## config.mk

```make
export PLATFORM = sky130hd
export DESIGN_NAME = load_store_unit_flat
export DESIGN_NICKNAME = d
export VERILOG_FILES = /design/src/rtl/load_store_unit_if.sv /design/src/rtl/load_store_unit.sv /design/src/flat_wrapper.sv
export SDC_FILE = /design/constraint.sdc
export NUM_CORES = 1
export LEC_CHECK = 0
export BUFFER_PORTS_ARGS = -buffer_cell sky130_fd_sc_hd__buf_2
export CORE_UTILIZATION = 56
export CTS_BUF_LIST = sky130_fd_sc_hd__clkbuf_8
export CTS_CLUSTER_SIZE = 24
export DETAILED_ROUTE_END_ITERATION = 10
export GPL_TIMING_DRIVEN = 0
export MAX_ROUTING_LAYER = met4
export PLACE_DENSITY = 0.83
export SYNTH_ARGS = -nofsm -noshare
export SYNTH_HDL_FRONTEND = slang
export SYNTH_SLANG_ARGS = --single-unit
```

## constraint.sdc

```tcl
create_clock -name Clk -period 3.55 [get_ports Clk]
set_clock_uncertainty 0.15 [all_clocks]
set_input_delay 1.065 -clock Clk [delete_from_list [all_inputs] [get_ports Clk]]
set_output_delay 1.065 -clock Clk [all_outputs]
set_load 0.01 [all_outputs]
```

## src/rtl/load_store_unit_if.sv

```systemverilog
// Bundle of the request/response handshake and the data-memory bus seen by
// the load/store unit. The slave side is the LSU; the master side is the
// datapath plus memory that surrounds it.
interface load_store_unit_if;
    logic        req;
    logic        we;
    logic [2:0]  funct3;
    logic [63:0] addr;
    logic [63:0] wdata;
    logic        busy;
    logic        done;
    logic        err;
    logic [63:0] rdata;
    logic [63:0] mem_addr;
    logic [63:0] mem_wdata;
    logic        mem_wr;
    logic [63:0] mem_rdata;

    modport slave (
        input  req, we, funct3, addr, wdata, mem_rdata,
        output busy, done, err, rdata, mem_addr, mem_wdata, mem_wr
    );

    modport master (
        output req, we, funct3, addr, wdata, mem_rdata,
        input  busy, done, err, rdata, mem_addr, mem_wdata, mem_wr
    );
endinterface

```

## src/rtl/load_store_unit.sv

```systemverilog
// RV64I load/store unit: turns byte/half/word/double accesses into
// doubleword-aligned memory cycles. Partial stores read the line, merge the
// new lanes and write it back; loads extract and extend the addressed lanes.
module load_store_unit #(
    parameter int READ_LAT = 1
) (
    input  logic               Clk,
    input  logic               Reset,
    load_store_unit_if.slave   bus
);

    typedef enum logic [2:0] {IDLE, RD, MRG, WR, DONE} state_t;

    localparam logic [2:0] LAST_RD = 3'(READ_LAT - 1);

    state_t      state_q, state_d;
    logic        we_q;
    logic [2:0]  f3_q;
    logic [2:0]  off_q;
    logic [63:0] wdata_q;
    logic        err_q;
    logic [2:0]  cnt_q;
    logic [63:0] line_q;
    logic [63:0] rdata_q;
    logic [63:0] mem_addr_q;
    logic [63:0] mem_wdata_q;

    logic        illegal;
    logic        misaligned;
    logic        bad;
    logic        is_sd;

    // Replace the addressed byte lanes of a line with the low bytes of data.
    function automatic logic [63:0] merge_line(input logic [63:0] line,
                                               input logic [63:0] data,
                                               input logic [1:0]  size,
                                               input logic [2:0]  off);
        logic [7:0]  lanes;
        logic [63:0] shifted;
        logic [63:0] merged;
        case (size)
            2'd0:    lanes = 8'h01;
            2'd1:    lanes = 8'h03;
            2'd2:    lanes = 8'h0F;
            default: lanes = 8'hFF;
        endcase
        lanes   = lanes << off;
        shifted = data << {off, 3'b000};
        merged  = line;
        for (int k = 0; k < 8; k++) begin
            if (lanes[k]) merged[8*k +: 8] = shifted[8*k +: 8];
        end
        return merged;
    endfunction

    // Pull the addressed lanes down to bit 0 and sign- or zero-extend them.
    function automatic logic [63:0] extend_load(input logic [63:0] line,
                                                input logic [2:0]  f3,
                                                input logic [2:0]  off);
        logic [63:0] sh;
        sh = line >> {off, 3'b000};
        case (f3)
            3'b000:  return {{56{sh[7]}},  sh[7:0]};
            3'b001:  return {{48{sh[15]}}, sh[15:0]};
            3'b010:  return {{32{sh[31]}}, sh[31:0]};
            3'b100:  return {56'd0, sh[7:0]};
            3'b101:  return {48'd0, sh[15:0]};
            3'b110:  return {32'd0, sh[31:0]};
            default: return sh;
        endcase
    endfunction

    assign illegal    = bus.we ? bus.funct3[2] : (bus.funct3 == 3'b111);
    assign misaligned = ((bus.funct3[1:0] == 2'd1) && bus.addr[0])            ||
                        ((bus.funct3[1:0] == 2'd2) && (bus.addr[1:0] != 2'd0)) ||
                        ((bus.funct3[1:0] == 2'd3) && (bus.addr[2:0] != 3'd0));
    assign bad        = illegal | misaligned;
    assign is_sd      = bus.we && (bus.funct3 == 3'b011);

    // State register.
    always_ff @(posedge Clk) begin
        if (Reset) state_q <= IDLE;
        else       state_q <= state_d;
    end

    // Next-state logic; a full doubleword store skips the read and merge.
    always_comb begin
        state_d = state_q;
        case (state_q)
            IDLE: begin
                if (bus.req) begin
                    if (bad)        state_d = DONE;
                    else if (is_sd) state_d = WR;
                    else            state_d = RD;
                end
            end
            RD:      if (cnt_q == LAST_RD) state_d = we_q ? MRG : DONE;
            MRG:     state_d = WR;
            WR:      state_d = DONE;
            DONE:    state_d = IDLE;
            default: state_d = IDLE;
        endcase
    end

    // Request capture, read-count, line capture, load result and merge.
    always_ff @(posedge Clk) begin
        if (Reset) begin
            we_q        <= 1'b0;
            f3_q        <= 3'd0;
            off_q       <= 3'd0;
            wdata_q     <= 64'd0;
            err_q       <= 1'b0;
            cnt_q       <= 3'd0;
            line_q      <= 64'd0;
            rdata_q     <= 64'd0;
            mem_addr_q  <= 64'd0;
            mem_wdata_q <= 64'd0;
        end else begin
            case (state_q)
                IDLE: begin
                    if (bus.req) begin
                        we_q    <= bus.we;
                        f3_q    <= bus.funct3;
                        off_q   <= bus.addr[2:0];
                        wdata_q <= bus.wdata;
                        err_q   <= bad;
                        cnt_q   <= 3'd0;
                        if (!bad) begin
                            mem_addr_q <= {bus.addr[63:3], 3'b000};
                            if (is_sd) mem_wdata_q <= bus.wdata;
                        end
                    end
                end
                RD: begin
                    cnt_q <= cnt_q + 3'd1;
                    if (cnt_q == LAST_RD) begin
                        line_q <= bus.mem_rdata;
                        if (!we_q) rdata_q <= extend_load(bus.mem_rdata, f3_q, off_q);
                    end
                end
                MRG:     mem_wdata_q <= merge_line(line_q, wdata_q, f3_q[1:0], off_q);
                default: ;
            endcase
        end
    end

    assign bus.busy      = (state_q != IDLE);
    assign bus.done      = (state_q == DONE);
    assign bus.err       = (state_q == DONE) && err_q;
    assign bus.mem_wr    = (state_q == WR);
    assign bus.rdata     = rdata_q;
    assign bus.mem_addr  = mem_addr_q;
    assign bus.mem_wdata = mem_wdata_q;

endmodule

```

## src/flat_wrapper.sv

```systemverilog
// flat-port wrapper written by rule: the top's interface ports become plain ports
module load_store_unit_flat 
#(
    parameter int READ_LAT = 1
)
  (Clk, Reset, bus_req, bus_we, bus_funct3, bus_addr, bus_wdata, bus_mem_rdata, bus_busy, bus_done, bus_err, bus_rdata, bus_mem_addr, bus_mem_wdata, bus_mem_wr);
  load_store_unit_if bus_i ();
  input  logic Clk;
  input  logic Reset;
  input wire logic [$bits(bus_i.req)-1:0] bus_req;
  input wire logic [$bits(bus_i.we)-1:0] bus_we;
  input wire logic [$bits(bus_i.funct3)-1:0] bus_funct3;
  input wire logic [$bits(bus_i.addr)-1:0] bus_addr;
  input wire logic [$bits(bus_i.wdata)-1:0] bus_wdata;
  input wire logic [$bits(bus_i.mem_rdata)-1:0] bus_mem_rdata;
  output wire logic [$bits(bus_i.busy)-1:0] bus_busy;
  output wire logic [$bits(bus_i.done)-1:0] bus_done;
  output wire logic [$bits(bus_i.err)-1:0] bus_err;
  output wire logic [$bits(bus_i.rdata)-1:0] bus_rdata;
  output wire logic [$bits(bus_i.mem_addr)-1:0] bus_mem_addr;
  output wire logic [$bits(bus_i.mem_wdata)-1:0] bus_mem_wdata;
  output wire logic [$bits(bus_i.mem_wr)-1:0] bus_mem_wr;
  assign bus_i.req = bus_req;
  assign bus_i.we = bus_we;
  assign bus_i.funct3 = bus_funct3;
  assign bus_i.addr = bus_addr;
  assign bus_i.wdata = bus_wdata;
  assign bus_i.mem_rdata = bus_mem_rdata;
  assign bus_busy = bus_i.busy;
  assign bus_done = bus_i.done;
  assign bus_err = bus_i.err;
  assign bus_rdata = bus_i.rdata;
  assign bus_mem_addr = bus_i.mem_addr;
  assign bus_mem_wdata = bus_i.mem_wdata;
  assign bus_mem_wr = bus_i.mem_wr;
  load_store_unit #(.READ_LAT(READ_LAT)) u_core (.Clk(Clk), .Reset(Reset), .bus(bus_i));
endmodule
```

### Word level (Yosys, flattened, before mapping)

Index checks and enable logic that the tools add are counted.

| word-level totals | value |
|---|---|
| register bits | 331 |
| output and inout port bits | 196 |
| logic and storage cells | 86 |

| cells by class | value |
|---|---|
| add/sub/neg operators | 1 |
| equality and inequality tests | 20 |
| shifts and indexed selects | 3 |
| muxes and demuxes | 25 |
| bitwise operators | 3 |
| reduce and logical (&&, ||, !) cells | 23 |

Operators by type and width:

| kind | count |
|---|---|
| 64-bit one-hot mux with 6 select lines | 1 |
| 64-bit 2-to-1 mux | 3 |
| 64-bit one-hot mux with 2 select lines | 1 |
| 8-bit 2-to-1 mux | 10 |
| 64-bit by 6-bit left shift with 64-bit output | 1 |
| 64-bit by 6-bit >> shifter with 64-bit output | 1 |
| 8-bit one-hot mux with 3 select lines | 1 |
| 3-bit == test, second input constant | 5 |
| 3-bit 2-to-1 mux | 5 |
| 3-bit by 2-bit == test with 1-bit output, second input constant | 4 |
| 3-bit one-hot mux with 4 select lines | 1 |
| 3-bit logical NOT | 3 |
| 2-bit AND reduction | 4 |
| 8-bit by 3-bit left shift with 8-bit output | 1 |
| 2-bit == test, second input constant | 3 |
| 3-bit by 1-bit == test with 1-bit output, second input constant | 2 |
| 3-bit one-hot mux with 2 select lines | 1 |
| 3-bit AND reduction | 2 |
| 2-bit nonzero test | 3 |
| 3-bit nonzero test | 2 |
| 1-bit logical AND | 5 |
| 2-bit by 1-bit == test with 1-bit output, second input constant | 2 |
| 2-bit by 1-bit inequality test with 1-bit output, second input constant | 2 |
| 2-bit inequality test, second input constant | 2 |
| other kinds (8) | 10 |

### Longest topological paths before layout

| logic depth | value |
|---|---|
| word-level depth | 8 |
| gate-level depth with buffers | 10 |
| gate-level depth less buffers | 7 |

### Worst setup path before layout

Ideal clock, no wire load.

| path | value |
|---|---|
| path kind | input-to-reg |
| start point | in bus_mem_rdata[47] |
| end point | reg u_core.rdata_q[40] (netlist: u_core.bus.rdata[40]) |
| setup time | 0.122 ns |
| arrival | 2.628 ns |
| data required time | 3.278 ns |
| setup slack | 0.650 ns |
| stages on the path | 6 |
| path buffers | 1 |
| path through | mux2_4 > mux4_2 > and3_4 > nor4_4 > buf_6 > a21oi_2 |

| between the ends | value |
|---|---|
| longest elaborated chain between the ends | 2 |

Ends and longest elaborated chain:

| what | line | source |
|---|---|---|
| from (decl) | flat_wrapper.sv:15 | `input wire logic [$bits(bus_i.mem_rdata)-1:0] bus_mem_rdata;` |
| 64-bit by 6-bit >> shifter with 64-bit output | load_store_unit.sv:61 | `sh = line >> {off, 3'b000};` |
| 64-bit one-hot mux with 6 select lines | load_store_unit.sv:62 | `case (f3)` |
| to (signal assigned) | load_store_unit.sv:138 | `if (!we_q) rdata_q <= extend_load(bus.mem_rdata, f3_q, off_q);` |
| to (decl) | load_store_unit.sv:24 | `logic [63:0] rdata_q;` |

No other way between the ends.
A chain may end at the register's enable or synchronous reset.

### Worst setup path after layout

| path | value |
|---|---|
| start point | reg u_core.off_q[0] |
| end point | reg u_core.mem_wdata_q[17] (netlist: u_core.bus.mem_wdata[17]) |

| between the ends | value |
|---|---|
| longest elaborated chain between the ends | 3 |
| elaborated cells on any way between the ends | 4 |
| classes of those cells | shift: 2; mux: 2 |

Ends and longest elaborated chain:

| what | line | source |
|---|---|---|
| from (decl) | load_store_unit.sv:19 | `logic [2:0] off_q;` |
| from (signal assigned) | load_store_unit.sv:124 | `off_q <= bus.addr[2:0];` |
| 64-bit by 6-bit left shift with 64-bit output or 8-bit by 3-bit left shift with 8-bit output (tied branches) | load_store_unit.sv:48, load_store_unit.sv:47 |  |
| 8-bit 2-to-1 mux * | load_store_unit.sv:51 | `if (lanes[k]) merged[8*k +: 8] = shifted[8*k +: 8];` |
| 64-bit one-hot mux with 2 select lines * | load_store_unit.sv:119 | `case (state_q)` |
| to (signal assigned) | load_store_unit.sv:130 | `if (is_sd) mem_wdata_q <= bus.wdata;` |
| to (signal assigned) | load_store_unit.sv:141 | `MRG: mem_wdata_q <= merge_line(line_q, wdata_q, f3_q[1:0], off_q);` |
| to (decl) | load_store_unit.sv:26 | `logic [63:0] mem_wdata_q;` |

Mark *: on every way between the ends. The rest lies on a longest branch, timed or not.

==> impl_metrics.ini <==
[status]
outcome = complete, no violations

[place]
placed_cells_incl_taps = 2769
place.gp.congestion = 1.133
place.port_buffers = 390
detailed_place_hpwl_um = 57470

[setup_path]
arrival_ns = 3.67
critPathCaptureType = flop
reg2reg_depth = 8
regToRegSetupSlack_ns = 0.21
cp_max_fo = 10
timing.critical_path.required_ns = 3.88
critical_path_class = reg2reg
reg2reg_from = u_core.off_q[0]$_SDFFE_PP0P_
setup.worst_path.start = u_core.off_q[0]$_SDFFE_PP0P_
critical_r2r_capture = u_core.bus.mem_wdata[17]$_SDFFE_PP0P_
cp-start-kind = flop

[yosys]
synth_area_mm2 = 0.01597
number_of_enable_flip_flop_cells_after_synthesis = 0
postSynth.asyncResetShare_pct = 0
syn_avg_cell_area_um2 = 7.995
parity_gate_share_of_the_synthesized_area_counting_xor_and_xnor_cells_pct = 0.05483
post_synth_and_or_nand_nor_area_fraction_pct = 20.40
ys_types = 63
yosysSeqAreaShare_pct = 41.48
synth_fa_ha_area_share_pct = 0.1567
dominant_combinational_cell_family_by_area_after_synthesis = compound AO/OA/AOI/OAI gates
yosysWarningCount = 0
post_synth_inst_count = 1998
synth_compound_area_share_pct = 21.46
dominantRegCellSynth = sky130_fd_sc_hd__dfxtp_1
yosys-mux-area-fraction_pct = 11.38
ys_seq_elements = 331

[clock_network]
clockRootBuffer = sky130_fd_sc_hd__clkbuf_8
clkSlewWorstSetupHoldPaths_ns = 0.07
numCtsBuffers = 53
htreeDepth = 2
worst_skew_pair_latency_ns = 0.62
ctsHoldBuffers = 0
cts_num_sinks = 331
tritoncts = done
cts_max_path_buffers = 3

[global_routing]
globalRouteOverflowTotal = 0
grt_pass1_wl_um = 104900
via_count_of_the_first_global_routing_pass = 17560
grt_start_max_net_pins = 16
track_usage_pct = 50.84
number_of_antenna_violations_at_the_first_check_in_global_routing = 16

[floorplanning]
placementRows = 61
start_util_pct = 57.18
floorplan.core_area_mm2 = 0.02793
die-area_mm2 = 0.02921
fp.dieW_um = 170.9
floorplan.io_pins = 395
die_height_um = 170.9

[detailed_routing]
vias_per_cell = 6.469
route.vias.total = 18590
detail_route.wirelength_um = 74140
antenna_violating_nets_post_route = 0
drtPass1Iterations = 8
wire_per_inst_um = 25.80
drc = 0
drtIter0Drc = 2469

[cells_and_area]
synthToLayoutAreaGrowth_pct = 21.99
nNetsFinal = 2649
final_core_util_pct = 69.76
fin_cells = 2874
final_layout_size_suffix_gt1_share_pct = 23.79

[sta]
slew_headroom_pct = 21.05
finalCritPeriodShare_pct = 94.11
finalHoldViolCount = 0
setup_viol = 0
finalSetupTns_ns = 0
final_critical_period_ns = 3.341
fmax_mhz = 299.3
tightest_slew_ns = 1.184
grt_setup_unrepaired = no
report.final.slew_viol_count = 0

[job]
max_cap_violations = 0

[power]
cellLeakagePower_nw = 8.056
worst_ir_drop_vdd_v = 0.0003658
power_density_mw_per_mm2 = 495.5

[min_path]
hold_path_end = u_core.bus.mem_addr[62]$_SDFFE_PP0P_
timing.hold.worst.start = u_core.bus.mem_addr[62]$_SDFFE_PP0P_
min_path_cells = 2
worstHoldPathType = reg2reg
through the flow:
stage | instance area (um^2) | setup slack [ns] | total power [mW] | hold slack, ns
finish | 19490 | 0.2090 | 9.655 | 0.3026
global placement | 18410 | -0.4246 | 6.319 | 0.2894
detailed placement | 18420 | -0.5313 | 6.363 | 0.2910
CTS | 19430 | 0.05266 | 9.490 | 0.3059
floorplan | 15980 | 0.6503 | 5.455 | 0.2829
global route | 19490 | 0.1575 | 9.900 | 0.3219
power by group:
group / switching (mW) / internal, mW / total (mW) / leakage [nW]
combinational: 1.44 / 0.737 / 2.17 / 4.78
sequential: 0.250 / 3.99 / 4.24 / 2.69
clock: 1.59 / 1.65 / 3.24 / 0.580
total: 3.27 / 6.38 / 9.65 / 8.06
cell usage after synthesis, types with 17 or more instances:
library cell	number	area share, %
sky130_fd_sc_hd__buf_2	37	1.2
sky130_fd_sc_hd__a211oi_1	56	2.6
sky130_fd_sc_hd__mux4_2	23	3.2
sky130_fd_sc_hd__nand2_1	551	13
sky130_fd_sc_hd__a311oi_1	17	0.93
sky130_fd_sc_hd__mux2_2	18	1.3
sky130_fd_sc_hd__nand3_1	21	0.66
sky130_fd_sc_hd__o21ai_0	109	3.4
sky130_fd_sc_hd__nor2b_1	28	1.1
sky130_fd_sc_hd__dfxtp_1	331	41
sky130_fd_sc_hd__and3_1	17	0.67
sky130_fd_sc_hd__nor2_1	50	1.2
sky130_fd_sc_hd__clkbuf_1	117	2.7
sky130_fd_sc_hd__mux2i_1	104	6.5
sky130_fd_sc_hd__a21oi_1	290	9.1
cell type report:
class                   count  area [um^2]
repair buffers            393         1978
well taps                 378        473.0
plain buffers             177        778.2
clock buffers              62        853.3
clock inverters            25        152.6
inverters                   7        26.28
diodes                     16        40.04
fillers                  2321         8448
flip-flops and latches    331         6626
multi-input cells        1485         8558
sequential cells by signal, indices dropped and copies added, names as in the netlist:
signal	flops
u_core.off_q	3
u_core.bus.mem_addr	61
u_core.bus.rdata	64
u_core.bus.mem_wdata	64
u_core.f3_q	3
u_core.err_q	1
u_core.wdata_q	64
u_core.we_q	1
u_core.line_q	64
u_core.cnt_q	3
u_core.state_q	3
metal layers:
| layer | vias up | GRT usage (%) | routed length [um] |
|---|---|---|---|
| li1 | 7930 | - | - |
| met1 | 8654 | 59.15 | 26390 |
| met2 | 1592 | 75.00 | 31950 |
| met3 | 416 | 14.55 | 9789 |
| met4 | 0 | 36.88 | 6011 |
| met5 | - | - | 0 |
worst max-delay path by stage:
stage | endpoint
floorplan | u_core.bus.rdata[40]$_SDFFE_PP0P_
global placement | u_core.bus.mem_wdata[49]$_SDFFE_PP0P_
detailed placement | u_core.bus.mem_wdata[49]$_SDFFE_PP0P_
CTS | u_core.bus.mem_wdata[50]$_SDFFE_PP0P_
global route | u_core.bus.mem_wdata[17]$_SDFFE_PP0P_
finish | u_core.bus.mem_wdata[17]$_SDFFE_PP0P_
worst max-delay path, cell delays in order, from the launching register on:
cell and delay [ns]:
sky130_fd_sc_hd__dfxtp_1 0.36, sky130_fd_sc_hd__buf_4 0.18, sky130_fd_sc_hd__buf_4 0.25, sky130_fd_sc_hd__buf_2 0.37, sky130_fd_sc_hd__buf_2 0.40, sky130_fd_sc_hd__clkbuf_1 0.54
sky130_fd_sc_hd__o21ai_0 0.44, sky130_fd_sc_hd__mux2i_1 0.38, sky130_fd_sc_hd__a21oi_1 0.13
cell families (layout without fill, tap and decap cells):
group	after synthesis	after routing
compound gates	577	577
xor+xnor	1	1
fa+ha+maj	2	2
buf+inv	184	664
flops	331	331
mux	149	149
other cells	1	19
simple gates	753	753
placed cells by master, fill, tap and decap left out, drive strengths merged, types with 12 or more instances in the layout:
cell type	instances
nand2	551
buf	453
dfxtp	331
a21oi	300
clkbuf	179
o21ai	111
mux2i	104
a211oi	56
nor2	51
nor2b	28
inv	26
mux4	23
mux2	22
nand3	21
and3	18
a311oi	17
diode	16
a31oi	16
a221oi	16
nor3	12
timing repair:
item	in CTS	in global routing
setup buffers	0	2
gates resized for setup	0	1
endpoints found under the setup margin	0	20
No activity file was read; power rests on OpenSTA's default activity.
